## src/rtl/proc_io_pkg.sv

```systemverilog
// rtl/proc_io_pkg.sv - shared widths, level-width helper and pointer type for proc_io_port
package proc_io_pkg;

    localparam int DATA_W_DEFAULT = 32;
    localparam int DEPTH_DEFAULT  = 8;

    // Occupancy must represent 0..DEPTH inclusive, hence one bit beyond the address.
    function automatic int level_w(input int depth);
        return $clog2(depth) + 1;
    endfunction

    typedef logic [$clog2(DEPTH_DEFAULT):0] fifo_ptr_t;

endpackage

```

## src/rtl/proc_io_fifo.sv

```systemverilog
// rtl/proc_io_fifo.sv - synchronous first-word-fall-through FIFO with flush
module proc_io_fifo
    import proc_io_pkg::*;
#(
    parameter int DATA_W = DATA_W_DEFAULT,
    parameter int DEPTH  = DEPTH_DEFAULT
) (
    input  logic                        clk,
    input  logic                        rst,
    input  logic                        clear,
    input  logic                        push,
    input  logic                        pop,
    input  logic [DATA_W-1:0]           wdata,
    output logic [DATA_W-1:0]           rdata,
    output logic                        full,
    output logic                        empty,
    output logic [level_w(DEPTH)-1:0]   level
);

    localparam int AW = $clog2(DEPTH);

    logic [AW:0]       wr_ptr_q, wr_ptr_d;
    logic [AW:0]       rd_ptr_q, rd_ptr_d;
    logic [DATA_W-1:0] mem_q [DEPTH];
    logic              do_push;
    logic              do_pop;

    assign empty = (wr_ptr_q == rd_ptr_q);
    assign full  = (wr_ptr_q[AW] != rd_ptr_q[AW]) && (wr_ptr_q[AW-1:0] == rd_ptr_q[AW-1:0]);
    assign level = wr_ptr_q - rd_ptr_q;
    assign rdata = empty ? '0 : mem_q[rd_ptr_q[AW-1:0]];

    // A full FIFO still takes a push when the head leaves on the same edge.
    assign do_pop  = pop && !empty;
    assign do_push = push && (!full || do_pop);

    always_comb begin
        wr_ptr_d = wr_ptr_q;
        rd_ptr_d = rd_ptr_q;
        if (clear) begin
            wr_ptr_d = '0;
            rd_ptr_d = '0;
        end else begin
            if (do_push) wr_ptr_d = wr_ptr_q + 1'b1;
            if (do_pop)  rd_ptr_d = rd_ptr_q + 1'b1;
        end
    end

    always_ff @(posedge clk or negedge rst) begin
        if (!rst) begin
            wr_ptr_q <= '0;
            rd_ptr_q <= '0;
        end else begin
            wr_ptr_q <= wr_ptr_d;
            rd_ptr_q <= rd_ptr_d;
        end
    end

    always_ff @(posedge clk) begin
        if (do_push && !clear) mem_q[wr_ptr_q[AW-1:0]] <= wdata;
    end

endmodule

```

## src/rtl/proc_io_port.sv

```systemverilog
// rtl/proc_io_port.sv - paced host-to-processor feed and change-capture stream back to the host
module proc_io_port
    import proc_io_pkg::*;
#(
    parameter int DATA_W = DATA_W_DEFAULT,
    parameter int DEPTH  = DEPTH_DEFAULT,
    parameter int PACE   = 4
) (
    input  logic                        clk,
    input  logic                        rst,
    input  logic                        clear,
    input  logic [DATA_W-1:0]           proc_data_out,
    output logic [DATA_W-1:0]           proc_data_in,
    input  logic                        in_valid,
    output logic                        in_ready,
    input  logic [DATA_W-1:0]           in_data,
    output logic                        out_valid,
    input  logic                        out_ready,
    output logic [DATA_W-1:0]           out_data,
    output logic [level_w(DEPTH)-1:0]   out_level,
    output logic                        overflow
);

    localparam int CW = (PACE > 1) ? $clog2(PACE) : 1;

    logic [CW-1:0]             cnt_q, cnt_d;
    logic [DATA_W-1:0]         pdi_q, pdi_d;
    logic [DATA_W-1:0]         last_q;
    logic                      ovf_q, ovf_d;
    logic                      in_full, in_empty, pace_fire;
    logic [DATA_W-1:0]         in_head;
    logic [level_w(DEPTH)-1:0] in_level_unused;
    logic                      out_full, out_empty, cap, out_pop;

    assign in_ready  = !in_full;
    assign pace_fire = !in_empty && (cnt_q == CW'(PACE - 1)) && !clear;

    proc_io_fifo #(.DATA_W(DATA_W), .DEPTH(DEPTH)) u_in_fifo (
        .clk   (clk),
        .rst   (rst),
        .clear (clear),
        .push  (in_valid && in_ready),
        .pop   (pace_fire),
        .wdata (in_data),
        .rdata (in_head),
        .full  (in_full),
        .empty (in_empty),
        .level (in_level_unused)
    );

    // last_q follows proc_data_out every edge, including clear, so a clear edge never captures.
    assign cap       = (proc_data_out != last_q) && !clear;
    assign out_valid = !out_empty;
    assign out_pop   = out_valid && out_ready;

    proc_io_fifo #(.DATA_W(DATA_W), .DEPTH(DEPTH)) u_out_fifo (
        .clk   (clk),
        .rst   (rst),
        .clear (clear),
        .push  (cap),
        .pop   (out_pop),
        .wdata (proc_data_out),
        .rdata (out_data),
        .full  (out_full),
        .empty (out_empty),
        .level (out_level)
    );

    always_comb begin
        cnt_d = cnt_q + 1'b1;
        pdi_d = pdi_q;
        ovf_d = ovf_q;
        if (clear || in_empty || pace_fire) cnt_d = '0;
        if (pace_fire) pdi_d = in_head;
        if (clear) ovf_d = 1'b0;
        else if (cap && out_full && !out_pop) ovf_d = 1'b1;
    end

    always_ff @(posedge clk or negedge rst) begin
        if (!rst) begin
            cnt_q  <= '0;
            pdi_q  <= '0;
            last_q <= '0;
            ovf_q  <= 1'b0;
        end else begin
            cnt_q  <= cnt_d;
            pdi_q  <= pdi_d;
            last_q <= proc_data_out;
            ovf_q  <= ovf_d;
        end
    end

    assign proc_data_in = pdi_q;
    assign overflow     = ovf_q;

endmodule

```

## config.mk

```make
export PLATFORM = sky130hd
export DESIGN_NAME = proc_io_port
export DESIGN_NICKNAME = d
export VERILOG_FILES = /design/src/rtl/proc_io_pkg.sv /design/src/rtl/proc_io_fifo.sv /design/src/rtl/proc_io_port.sv
export SDC_FILE = /design/constraint.sdc
export NUM_CORES = 1
export LEC_CHECK = 0
export ABC_CLOCK_PERIOD_IN_PS = 12670
export BUFFER_PORTS_ARGS = -buffer_cell sky130_fd_sc_hd__buf_2
export CORE_ASPECT_RATIO = 1.25
export CORE_UTILIZATION = 40
export DETAILED_ROUTE_END_ITERATION = 10
export HOLD_SLACK_MARGIN = 0.1
export PLACE_DENSITY = 0.59
export SYNTH_ARGS = -nofsm -noshare
export SYNTH_HDL_FRONTEND = slang
export SYNTH_SLANG_ARGS = --single-unit
```

## constraint.sdc

```tcl
create_clock -name clk -period 12.67 [get_ports clk]
set_input_delay 0.6335 -clock clk [delete_from_list [all_inputs] [get_ports clk]]
set_output_delay 0.6335 -clock clk [all_outputs]
set_load 0.01 [all_outputs]
```

# Word-level counts from Yosys, hierarchy flattened
# Memories as Yosys holds them, arrays and structs flattened. A register that Yosys moved wholly into a read port is not among the register bits.
# Index checks and enable logic that the tools add are counted.
# op_classes
add_sub_neg	6
div	0
n_eq_ne	8
mul	0
magnitude_cmp	0
n_reduce_logical	31
n_mux	16
shifts	0
n_bitwise	0
# op_table
operator	n
two-way mux 32 bit	1
two-way mux 4 bit	8
inequality test 32 bit	1
adder 4 x 1 -> 4 bit, second input constant	4
logical AND 1 bit	15
nonzero test 2 bit	5
== test 4 bit	2
logical NOT 1 bit	7
== test 3 bit	2
two-way mux 1 bit	6
logical OR 1 bit	4
subtractor 4 bit	1
adder 2 x 1 -> 2 bit, second input constant	1
== test 2 bit, second input constant	1
two-way mux 2 bit	1
inequality test 1 bit	2
# totals
latchBits	0
output_inout_bits	71
ramBits	512
mem_bits_ro	0
reg_bits	51
memories	2
inputBits	69
# memory_table
name	words	word_bits	rd	rd_ports_with_merged_regs	write_ports	line_no	source
u_in_fifo.mem_q	8	32	1	1	1	proc_io_fifo.sv:24	logic [DATA_W-1:0] mem_q [DEPTH];
u_out_fifo.mem_q	8	32	1	0	1	proc_io_fifo.sv:24	

# Logic depth before layout (Yosys ltp)
# Gate-level depths: netlist of run 1.
# logic_depth
ltp_word	10
mapped_depth	10
ltp_nobuf	7

# Modules after synthesis
# A second synthesis of run 1 with hierarchy kept.
# hier_totals
hier_cells	1048
area_unflattened_um2	22890.7
# by_module_without_submodules
module	instances	area_per_inst_um2	seq_area_each_um2	cells_each
proc_io_fifo	2	10193.5	7887.6	446
proc_io_port	1	2503.7	1676.6	156

# Least setup slack after synthesis of run 1
# OpenSTA, ideal clock, no wires.
# synth_path
path_kind	reg-to-reg
startpoint	reg u_out_fifo.rd_ptr_q[1]
endpoint	mem u_out_fifo.mem_q[0][0] (netlist bit), enable pin
path_slack_ns	7.961
arrival_ns	4.248
synth_period_minus_slack_ns	4.709
required_ns	12.209
stages_incl_launch_ff	11
cell_sequence	dfrtp_1 buf_2 buf_1 inv_1 ha_1 nand3_1 nor3_1 o21bai_2 buf_4 nand2b_1 nor3_1
# synth_via
elab_chain_cells	9
# synth_rtl
element	line_no	source
start: declaration	proc_io_fifo.sv:23	logic [AW:0] rd_ptr_q, rd_ptr_d;
start signal: assignment	proc_io_fifo.sv:55	rd_ptr_q <= rd_ptr_d;
== test 4 bit	proc_io_fifo.sv:28	assign empty = (wr_ptr_q == rd_ptr_q);
logical NOT 1 bit	proc_io_fifo.sv:34, proc_io_port.sv:53	
logical AND 1 bit	proc_io_port.sv:54	assign out_pop = out_valid && out_ready;
logical AND 1 bit	proc_io_fifo.sv:34	assign do_pop = pop && !empty;
logical OR 1 bit (*)	proc_io_fifo.sv:35	assign do_push = push && (!full || do_pop);
logical AND 1 bit (*)	proc_io_fifo.sv:35	
logical AND 1 bit (*)	proc_io_fifo.sv:60	if (do_push && !clear) mem_q[wr_ptr_q[AW-1:0]] <= wdata;
two-way mux 1 bit (*)	proc_io_fifo.sv:60	
two-way mux 1 bit (implied by the code) (*)	proc_io_fifo.sv:60	
end: declaration	proc_io_fifo.sv:24	
# Mark *: on every way between the ends. The rest lies on a longest branch, timed or not.

# Worst setup path in the final report of run 1
# layout_path
startpoint	reg u_out_fifo.rd_ptr_q[0]
endpoint	out out_data[3]
# layout_via
elab_chain_cells	2
# layout_rtl
element	line_no	source
memory (8 x 32 bit) / == test 4 bit (equally long branches)	--	
two-way mux 32 bit (*)	proc_io_fifo.sv:31	assign rdata = empty ? '0 : mem_q[rd_ptr_q[AW-1:0]];
end: declaration	proc_io_port.sv:19	output logic [DATA_W-1:0] out_data,
# Marked as above.

==> results.sh, run 1 <==
export IMPL_status="finished clean"
export IMPL_stdcell_area_um2=26200
export IMPL_rsz0062_at_grt="false"
export IMPL_synth_warnings=0
export IMPL_h_tree_depth=2
export IMPL_firstDrtPassIters=5
export IMPL_wire_per_inst_um=22.8
export IMPL_fin_skew_ns=0.0268
export IMPL_critPathKind="flip-flop to primary output"
export IMPL_power_density_nw_per_um2=162
export IMPL_vdd_ir_drop_max_mv=0.112
export IMPL_cap_viol_max_count=0
export IMPL_crit_required_ns=12.04
export IMPL_synth_edf_count=512
export IMPL_globalplace_congestion=0.744
export IMPL_placedCellCount=1981
export IMPL_drtIter0Drc=745
export IMPL_hp_class="input pin to flip-flop"
export IMPL_grt_max_degree=69
export IMPL_vias=10900
export IMPL_arrival_ns=3.20
export IMPL_yosysTopAreaCell="edfxtp_1"
export IMPL_ant_nets=0
export IMPL_p_leak_nw=8.83
export IMPL_rows=97
export IMPL_drive_gt1_share_pct=30.4
export IMPL_crit_path_end_kind="primary output"
export IMPL_crit_slowest_cell="buf_4"
export IMPL_grt_pass1_vias=11600
export IMPL_finalPower_mw=4.23
export IMPL_tritoncts="built"
export IMPL_clockBufferDepth=3
export IMPL_yosysSeqAreaShare_pct=76.7
export IMPL_post_cts_setup_buffers=0
export IMPL_startpoint_type="flip-flop"
export IMPL_cts_sinks=595
export IMPL_post_cts_resized=0
export IMPL_synth_common_cells="512 x edfxtp_1, 128 x mux4_2, 106 x nand2_1"
export IMPL_fin_nets=1377
export IMPL_ys_ff_latch=595
export IMPL_fin_crit_sh_pct=30.2
export IMPL_grt_pass1_wl_um=73000
export IMPL_path_cells="buf_4 > mux4_2 > nand2_1 > a21oi_1 > buf_2"
export IMPL_critPathMaxStageDelay_ns=0.79
export IMPL_dp_slack_ns=9.24
export IMPL_syn_avg_cell_area_um2=20.1
export IMPL_synth_cell_types=42
export IMPL_clkLatencyLatePin_ns=0.61
export IMPL_async_flop_share_pct=13.9
export IMPL_synth_fp_nets=1208
export IMPL_cts_root_buf="clkbuf_16"
export IMPL_clk_pin_slew_ns=0.06
export IMPL_io_buffers=139
export IMPL_fmax_mhz=261
export IMPL_drc=0
export IMPL_instances_no_fill=2090
export IMPL_ios=140
export IMPL_period_needed_ns=3.83
export IMPL_gr_usage_all_layers_pct=16.9
export IMPL_synth_most_common_cell="edfxtp_1"
export IMPL_setup_viol=0
export IMPL_worstMarginPinSlew_ns=1.07
export IMPL_synth_cells=1130
export IMPL_wl_um=47700
export IMPL_dp_hpwl_um=26900
export IMPL_cts_inserted_buffers=57
export IMPL_dpl_cell_area_um2=24400
export IMPL_grt_overflow=0
export IMPL_yosys_top_cells_area="edfxtp_1 68%, mux4_2 13%, dfrtp_1 9.1%"
export IMPL_via_per_inst=5.20
export IMPL_fin_setup_tns_ns=0
export IMPL_synth_top_area_share_pct=67.6
export IMPL_dieArea_um2=57800
export IMPL_diodes=0
export IMPL_crit_family="buffers and inverters"
export IMPL_fin_ws_ns=8.84
export IMPL_syn_area_um2=22700
export IMPL_cp_num_buf_inv=2
export IMPL_die_width_um=215
export IMPL_core_area_um2=56100
export IMPL_antenna_found_initial=4
export IMPL_yosys_most_used_dff="edfxtp_1"
export IMPL_worst_path_max_fanout=47
export IMPL_fillers=4773
export IMPL_relSlewSlack_pct=28.7
export IMPL_maxSlewViolCount=0
export IMPL_finalHoldViolCount=0
export IMPL_dieHeight_um=269
export IMPL_start_util_pct=40.6
export IMPL_syn_to_final_growth_pct=15.1
==> registers in the layout, summed over array words and instances (netlist names), 2 cells and up <==
signal / count
cnt_q: 2
last_q: 32
proc_data_in: 32
u_in_fifo.mem_q: 256
u_in_fifo.rd_ptr_q: 4
u_in_fifo.wr_ptr_q: 4
u_out_fifo.mem_q: 256
u_out_fifo.rd_ptr_q: 4
u_out_fifo.wr_ptr_q: 4
==> kinds of logic (layout without fill, tap and decap cells) <==
| kind of cell | count (synthesis) | count (layout) | synth area share [%] |
|---|---|---|---|
| flip-flops | 595 | 595 | 76.7 |
| AND/OR/NAND/NOR | 169 | 169 | 3.38 |
| multiplexers | 165 | 165 | 14.3 |
| AO/OA/AOI/OAI | 79 | 79 | 1.79 |
| buffers and inverters | 69 | 287 | 1.57 |
| XOR/XNOR | 44 | 44 | 1.69 |
| adder cells (fa/ha/maj) | 9 | 9 | 0.528 |
==> metrics by stage <==
step	utilization [%]	hold slack, ns
3_3_place_gp	43.4	0.425
6_report	46.7	0.242
2_1_floorplan	-	0.338
4_1_cts	46.7	0.195
3_5_place_dp	43.4	0.435
5_1_grt	46.7	0.210
==> layout by cell type (no fill, tap or decap), drive strengths merged, types with 2 or more instances in the layout <==
cell      count
nand2       108
nand4         4
clkinv       28
inv          11
mux2i        36
ha            8
mux4        128
nor4          9
or3           3
a21oi        39
clkinvlp      3
clkbuf       76
xor2         35
nor3b         4
nand2b        5
and3b         3
xnor2         9
nand3         6
nor3         11
dfrtp        83
buf         167
nor2         10
o21ai        37
nand3b        2
edfxtp      512
==> timing repair <==
item                                    in CTS  in global routing
hold buffers                                 1                  0
hold endpoints to repair                    43                  0
endpoints found under the setup margin       0                  0
==> worst paths after layout <==
path | from | to | slack (ns) | cells after the start
worst max register to register | u_in_fifo.rd_ptr_q[1] | u_in_fifo.mem_q[2][17] | 9.45 | 6
min in group asynchronous | rst | last_q[24] | 0.65 | 2
worst max-delay path | u_out_fifo.rd_ptr_q[0] | out_data[3] | 8.84 | 5
max in group asynchronous | rst | last_q[11] | 10.87 | 3
worst min-delay path | proc_data_out[25] | last_q[25] | 0.24 | 1
worst min register to register | cnt_q[0] | cnt_q[0] | 0.44 | 1
==> where the power goes <==
group	total, mW	switching, mW	leakage [nW]	internal (mW)
Combinational	0.401	0.231	2.24	0.170
Clock	1.62	0.722	0.884	0.900
Sequential	2.21	0.0268	5.71	2.18
==> per-layer routing <==
metal  global-route usage [%]  up-vias  share of wire, %
met5                        0        -             0.094
met4                     5.16        8               2.6
met2                     30.1      225                52
li1                         -     4825                 -
met3                     3.17       79               4.2
met1                     21.0     5734                41
==> layout make-up <==
type,count,area (µm²),share of cell area [%]
clock buffers,76,1580,6.03
clock inverters,32,221,0.846
inverters,11,46.3,0.177
multi-input cells,466,5010,19.2
flip-flops and latches,595,17500,66.7
well taps,742,928,3.55
repair buffers,168,918,3.51
No activity file was read; power rests on OpenSTA's default activity.
==> run 2: changes to the inputs <==
ABC_CLOCK_PERIOD_IN_PS = 3200   (was 12670)
PLACE_DENSITY = 0.62   (was 0.59)
clock period = 3.2 ns   (was 12.67 ns; I/O delays follow)
==> results.sh, run 2 (synthesis gave the netlist of run 1 again) <==
export IMPL_drc=0
export IMPL_die_width_um=215
export IMPL_period_needed_ns=2.82
export IMPL_hp_class="input pin to flip-flop"
export IMPL_core_area_um2=56100
export IMPL_fin_nets=1456
export IMPL_grt_overflow=0
export IMPL_firstDrtPassIters=5
export IMPL_r2r_start="u_out_fifo.wr_ptr_q[2]"
export IMPL_cp_num_buf_inv=2
export IMPL_crit_path_end_kind="primary output"
export IMPL_min_from="proc_data_out[2]"
export IMPL_io_buffers=139
export IMPL_fin_crit_sh_pct=88.3
export IMPL_final_common_cell="edfxtp_1"
export IMPL_p_leak_nw=9.19
export IMPL_clk_pin_slew_ns=0.06
export IMPL_dieArea_um2=57800
export IMPL_rows=97
export IMPL_ff2ff_path_depth=7
export IMPL_critPathMaxStageDelay_ns=0.80
export IMPL_setup_viol=0
export IMPL_globalplace_congestion=0.743
export IMPL_fin_skew_ns=0.0217
export IMPL_rsz0062_at_grt="false"
export IMPL_grt_max_degree=69
export IMPL_maxSlewViolCount=0
export IMPL_start_util_pct=40.6
export IMPL_ios=140
export IMPL_status="finished clean"
export IMPL_vias=11200
export IMPL_worst_hold_slack_ns=0.322
export IMPL_arrival_ns=2.66
export IMPL_clkLatencyLatePin_ns=0.62
export IMPL_cts_root_buf="clkbuf_16"
export IMPL_stdcell_area_um2=27100
export IMPL_r2r_setup_slack_ns=0.65
export IMPL_r2r_end="u_out_fifo.mem_q[3][21]"
export IMPL_h_tree_depth=2
export IMPL_dp_hpwl_um=27800
export IMPL_fmax_mhz=354
export IMPL_finalHoldViolCount=0
export IMPL_crit_required_ns=3.04
export IMPL_ant_nets=0
export IMPL_vdd_ir_drop_max_mv=0.530
export IMPL_relSlewSlack_pct=29.6
export IMPL_via_per_inst=5.15
export IMPL_tritoncts="built"
export IMPL_syn_to_final_growth_pct=19.3
export IMPL_cts_sinks=595
export IMPL_gr_usage_all_layers_pct=16.9
export IMPL_fin_ws_ns=0.375
export IMPL_critPathKind="flip-flop to primary output"
export IMPL_antenna_found_initial=2
export IMPL_clockBufferDepth=3
export IMPL_wl_um=47500
export IMPL_final_cell_mix="512 x edfxtp_1, 138 x buf_2, 128 x mux4_2"
export IMPL_startpoint_type="flip-flop"
export IMPL_post_cts_resized=0
export IMPL_dp_slack_ns=0.661
export IMPL_path_cells="buf_4 > mux4_2 > nand2_1 > a21oi_1 > buf_2"
export IMPL_drtIter0Drc=723
export IMPL_crit_slowest_cell="buf_4"
export IMPL_wire_per_inst_um=21.9
export IMPL_cap_viol_max_count=0
export IMPL_fin_util_pct=48.4
export IMPL_worst_path_max_fanout=68
export IMPL_dieHeight_um=269
export IMPL_holdPathStages=2
export IMPL_dpl_cell_area_um2=24600
export IMPL_cts_inserted_buffers=58
export IMPL_power_density_nw_per_um2=629
export IMPL_drive_gt1_share_pct=29.6
export IMPL_finalPower_mw=17.1
export IMPL_grt_pass1_vias=12100
export IMPL_hold_end="last_q[2]"
export IMPL_worstMarginPinSlew_ns=1.06
export IMPL_crit_family="buffers and inverters"
export IMPL_grt_pass1_wl_um=73700
[run 2: power by group]
part           internal [mW]  leakage [nW]  switching, mW  total, mW
Combinational          0.753          2.58          0.973       1.73
Sequential              8.63          5.71         0.0646       8.70
Clock                   3.77         0.909           2.87       6.64
[run 2: final cells by class]
cell class / instances / area (µm²)
Clock buffer: 75 / 1600
Clock inverter: 35 / 282
Fill cell: 4696 / 28900
Timing Repair Buffer: 246 / 1720
Antenna cell: 2 / 5.00
Sequential cell: 595 / 17500
Inverter: 11 / 47.5
Multi-Input combinational cell: 466 / 5080
Tap cell: 742 / 928
[run 2: worst max path at each step]
stage	start	endpoint	slack, ns	cells after the start
global route	u_out_fifo.rd_ptr_q[1]	out_data[29]	0.20	5
CTS	u_out_fifo.rd_ptr_q[1]	out_data[29]	0.28	5
detailed placement	u_out_fifo.wr_ptr_q[2]	u_out_fifo.mem_q[3][23]	0.66	7
finish	u_out_fifo.rd_ptr_q[1]	out_data[26]	0.38	5
floorplan	u_in_fifo.wr_ptr_q[1]	u_in_fifo.mem_q[3][0]	-0.86	7
global placement	proc_data_out[3]	u_out_fifo.mem_q[3][23]	0.66	8
[run 2: worst reg2reg max path, delay by kind of cell, from the launching register on]
family / cells / cell delay, ns
AND/OR/NAND/NOR: 3 / 0.35
flip-flops: 1 / 0.57
AO/OA/AOI/OAI: 1 / 0.21
buffers and inverters: 2 / 0.68
adder cells (fa/ha/maj): 1 / 0.36
[run 2: what timing repair did]
action | 4_1_cts | 5_1_grt
hold buffers | 69 | 0
hold endpoints to repair | 623 | 0
buffers inserted | 0 | 0
[run 2: stage by stage]
stage / TNS [ns] / cells
2_1_floorplan: -78.52 / 1130
3_3_place_gp: 0 / 1991
3_5_place_dp: 0 / 1991
4_1_cts: 0 / 2170
5_1_grt: 0 / 2172
6_report: 0 / 2172
[run 2: per-layer routing]
metal / global-route usage (%) / up-vias / routed length (µm) / part of all wire [%]
met5: 0 / - / 0 / 0
met4: 5.69 / 0 / 1310 / 2.7
met3: 2.21 / 75 / 1880 / 4.0
met2: 29.6 / 275 / 24300 / 51
met1: 21.8 / 5835 / 20000 / 42
li1: - / 4990 / - / -
==> run 3: changes to the inputs <==
CTS_CLUSTER_SIZE = 25   (was default)
REMOVE_ABC_BUFFERS = 1   (was default)
==> results.sh, run 3 (synthesis gave the netlist of run 1 again) <==
export IMPL_rsz0062_at_grt="false"
export IMPL_grt_max_degree=69
export IMPL_firstDrtPassIters=4
export IMPL_via_per_inst=5.15
export IMPL_relSlewSlack_pct=31.0
export IMPL_critPathMaxStageDelay_ns=0.60
export IMPL_fin_skew_ns=0.0191
export IMPL_p_sw_mw=3.84
export IMPL_cap_viol_max_count=0
export IMPL_dieHeight_um=269
export IMPL_die_width_um=215
export IMPL_ios=140
export IMPL_dieArea_um2=57800
export IMPL_cp_startpoint="u_out_fifo.wr_ptr_q[0]"
export IMPL_finalPower_mw=16.9
export IMPL_gr_usage_all_layers_pct=17.0
export IMPL_ff2ff_path_depth=8
export IMPL_cts_sinks=595
export IMPL_p_leak_nw=9.26
export IMPL_status="finished clean"
export IMPL_crit_family="buffers and inverters"
export IMPL_arrival_ns=2.85
export IMPL_worstMarginPinSlew_ns=1.04
export IMPL_tritoncts="built"
export IMPL_r2r_end="u_out_fifo.mem_q[6][11]"
export IMPL_clkLatencyLatePin_ns=0.60
export IMPL_cts_inserted_buffers=56
export IMPL_vdd_ir_drop_max_mv=0.489
export IMPL_drtIter0Drc=624
export IMPL_grt_pass1_vias=12100
export IMPL_worst_path_max_fanout=25
export IMPL_vias=11200
export IMPL_clockBufferDepth=3
export IMPL_core_area_um2=56100
export IMPL_crit_path_end_kind="primary output"
export IMPL_wire_per_inst_um=22.0
export IMPL_syn_to_final_growth_pct=19.2
export IMPL_fmax_mhz=332
export IMPL_io_buffers=139
export IMPL_intPower_mw=13.1
export IMPL_fin_crit_sh_pct=94.1
export IMPL_startpoint_type="flip-flop"
export IMPL_drc=0
export IMPL_power_frac_comb_pct=10.3
export IMPL_dpl_cell_area_um2=24600
export IMPL_setup_viol=0
export IMPL_dp_hpwl_um=27600
export IMPL_clk_pin_slew_ns=0.06
export IMPL_finalHoldViolCount=0
export IMPL_grt_pass1_wl_um=74000
export IMPL_multiInputGateArea_um2=5020
export IMPL_final_common_cell="edfxtp_1"
export IMPL_worstSetupPathDepth=6
export IMPL_final_cell_mix="512 x edfxtp_1, 138 x buf_2, 128 x mux4_2"
export IMPL_drive_gt1_share_pct=29.9
export IMPL_stdcell_area_um2=27100
export IMPL_r2r_start="u_out_fifo.wr_ptr_q[0]"
export IMPL_cp_num_buf_inv=3
export IMPL_critPathKind="flip-flop to primary output"
export IMPL_ant_nets=0
export IMPL_seq_area_um2=17500
export IMPL_start_util_pct=40.6
export IMPL_switching_share_pct=22.7
export IMPL_hp_class="input pin to asynchronous set/reset pin"
export IMPL_fillers=4679
export IMPL_period_needed_ns=3.01
export IMPL_fin_nets=1470
export IMPL_rows=97
export IMPL_p_clk_share_pct=38.4
export IMPL_diodes=0
export IMPL_r2r_setup_slack_ns=0.24
export IMPL_endpoint="out_data[13]"
export IMPL_antenna_found_initial=0
export IMPL_seqPwrFrac_pct=51.3
export IMPL_h_tree_depth=2
export IMPL_maxSlewViolCount=0
export IMPL_power_density_nw_per_um2=624
export IMPL_crit_slowest_cell="and4_1"
export IMPL_wl_um=48000
export IMPL_globalplace_congestion=0.730
export IMPL_cts_root_buf="clkbuf_16"
export IMPL_crit_required_ns=3.04
export IMPL_grt_overflow=0
export IMPL_path_cells="inv_1 > ha_1 > and4_1 > buf_4 > a21oi_1 > buf_2"
run 3: cell types whose count changed in the layout (fill, tap and decap cells not counted), moves of 2 or more:
cell,before,now
buf_4,35,48
clkbuf_1,10,17
nor3_2,1,8
nor3_4,8,1
clkinvlp_4,6,0
clkinv_1,11,7
clkbuf_16,59,57
clkbuf_8,6,4
clkinv_4,3,5
diode_2,2,0
run 3: through the flow:
stage / hold slack, ns / std cells / utilization (%) / setup WS (ns) / setup TNS, ns
final: 0.195 / 2182 / 48.4 / 0.189 / 0
after global routing: 0.225 / 2182 / 48.4 / 0.00742 / 0
after CTS: 0.199 / 2182 / 48.4 / 0.0936 / 0
after detailed placement: 0.311 / 2006 / 43.9 / 0.194 / 0
after global placement: 0.300 / 2006 / 43.9 / 0.269 / 0
after floorplan: -0.136 / 1072 / - / -3.72 / -1573.60
run 3: final cells by class:
class	count	share of cell area (%)
sequential	595	64.4
multi-input combinational	466	18.5
tap	742	3.42
clock inverter	28	0.955
clock buffer	78	5.70
timing repair buffer	262	6.85
inverter	11	0.171
run 3: repair_timing:
item,in CTS,in global routing
endpoints found under the setup margin,19,16
hold buffers,70,0
endpoints found under the hold margin,607,0
setup buffers,0,0
resized for setup,3,1
run 3: power by group through the flow:
stage / logic (mW) / registers [mW] / clock network (mW)
2_1_floorplan: 0.877 / 8.98 / 0
5_1_grt: 1.90 / 8.71 / 6.95
3_3_place_gp: 1.68 / 8.84 / 0
4_1_cts: 1.78 / 8.69 / 6.67
6_report: 1.74 / 8.69 / 6.50
3_5_place_dp: 1.70 / 8.86 / 0
run 3: per-layer routing:
| layer | wire length [µm] | share of wire [%] | track usage [%] |
|---|---|---|---|
| met1 | 19600 | 41 | 20.5 |
| met2 | 25400 | 53 | 31.3 |
| met3 | 2000 | 4.2 | 3.16 |
| met4 | 984 | 2.1 | 4.47 |
| met5 | 0 | 0 | 0 |
run 3: worst min-delay path by stage:
stage,start,to,cells after the start
floorplan,rst,cnt_q[0],0
global placement,rst,proc_data_in[20],1
detailed placement,rst,proc_data_in[18],1
CTS,rst,proc_data_in[0],2
global route,rst,proc_data_in[18],2
finish,rst,proc_data_in[18],2
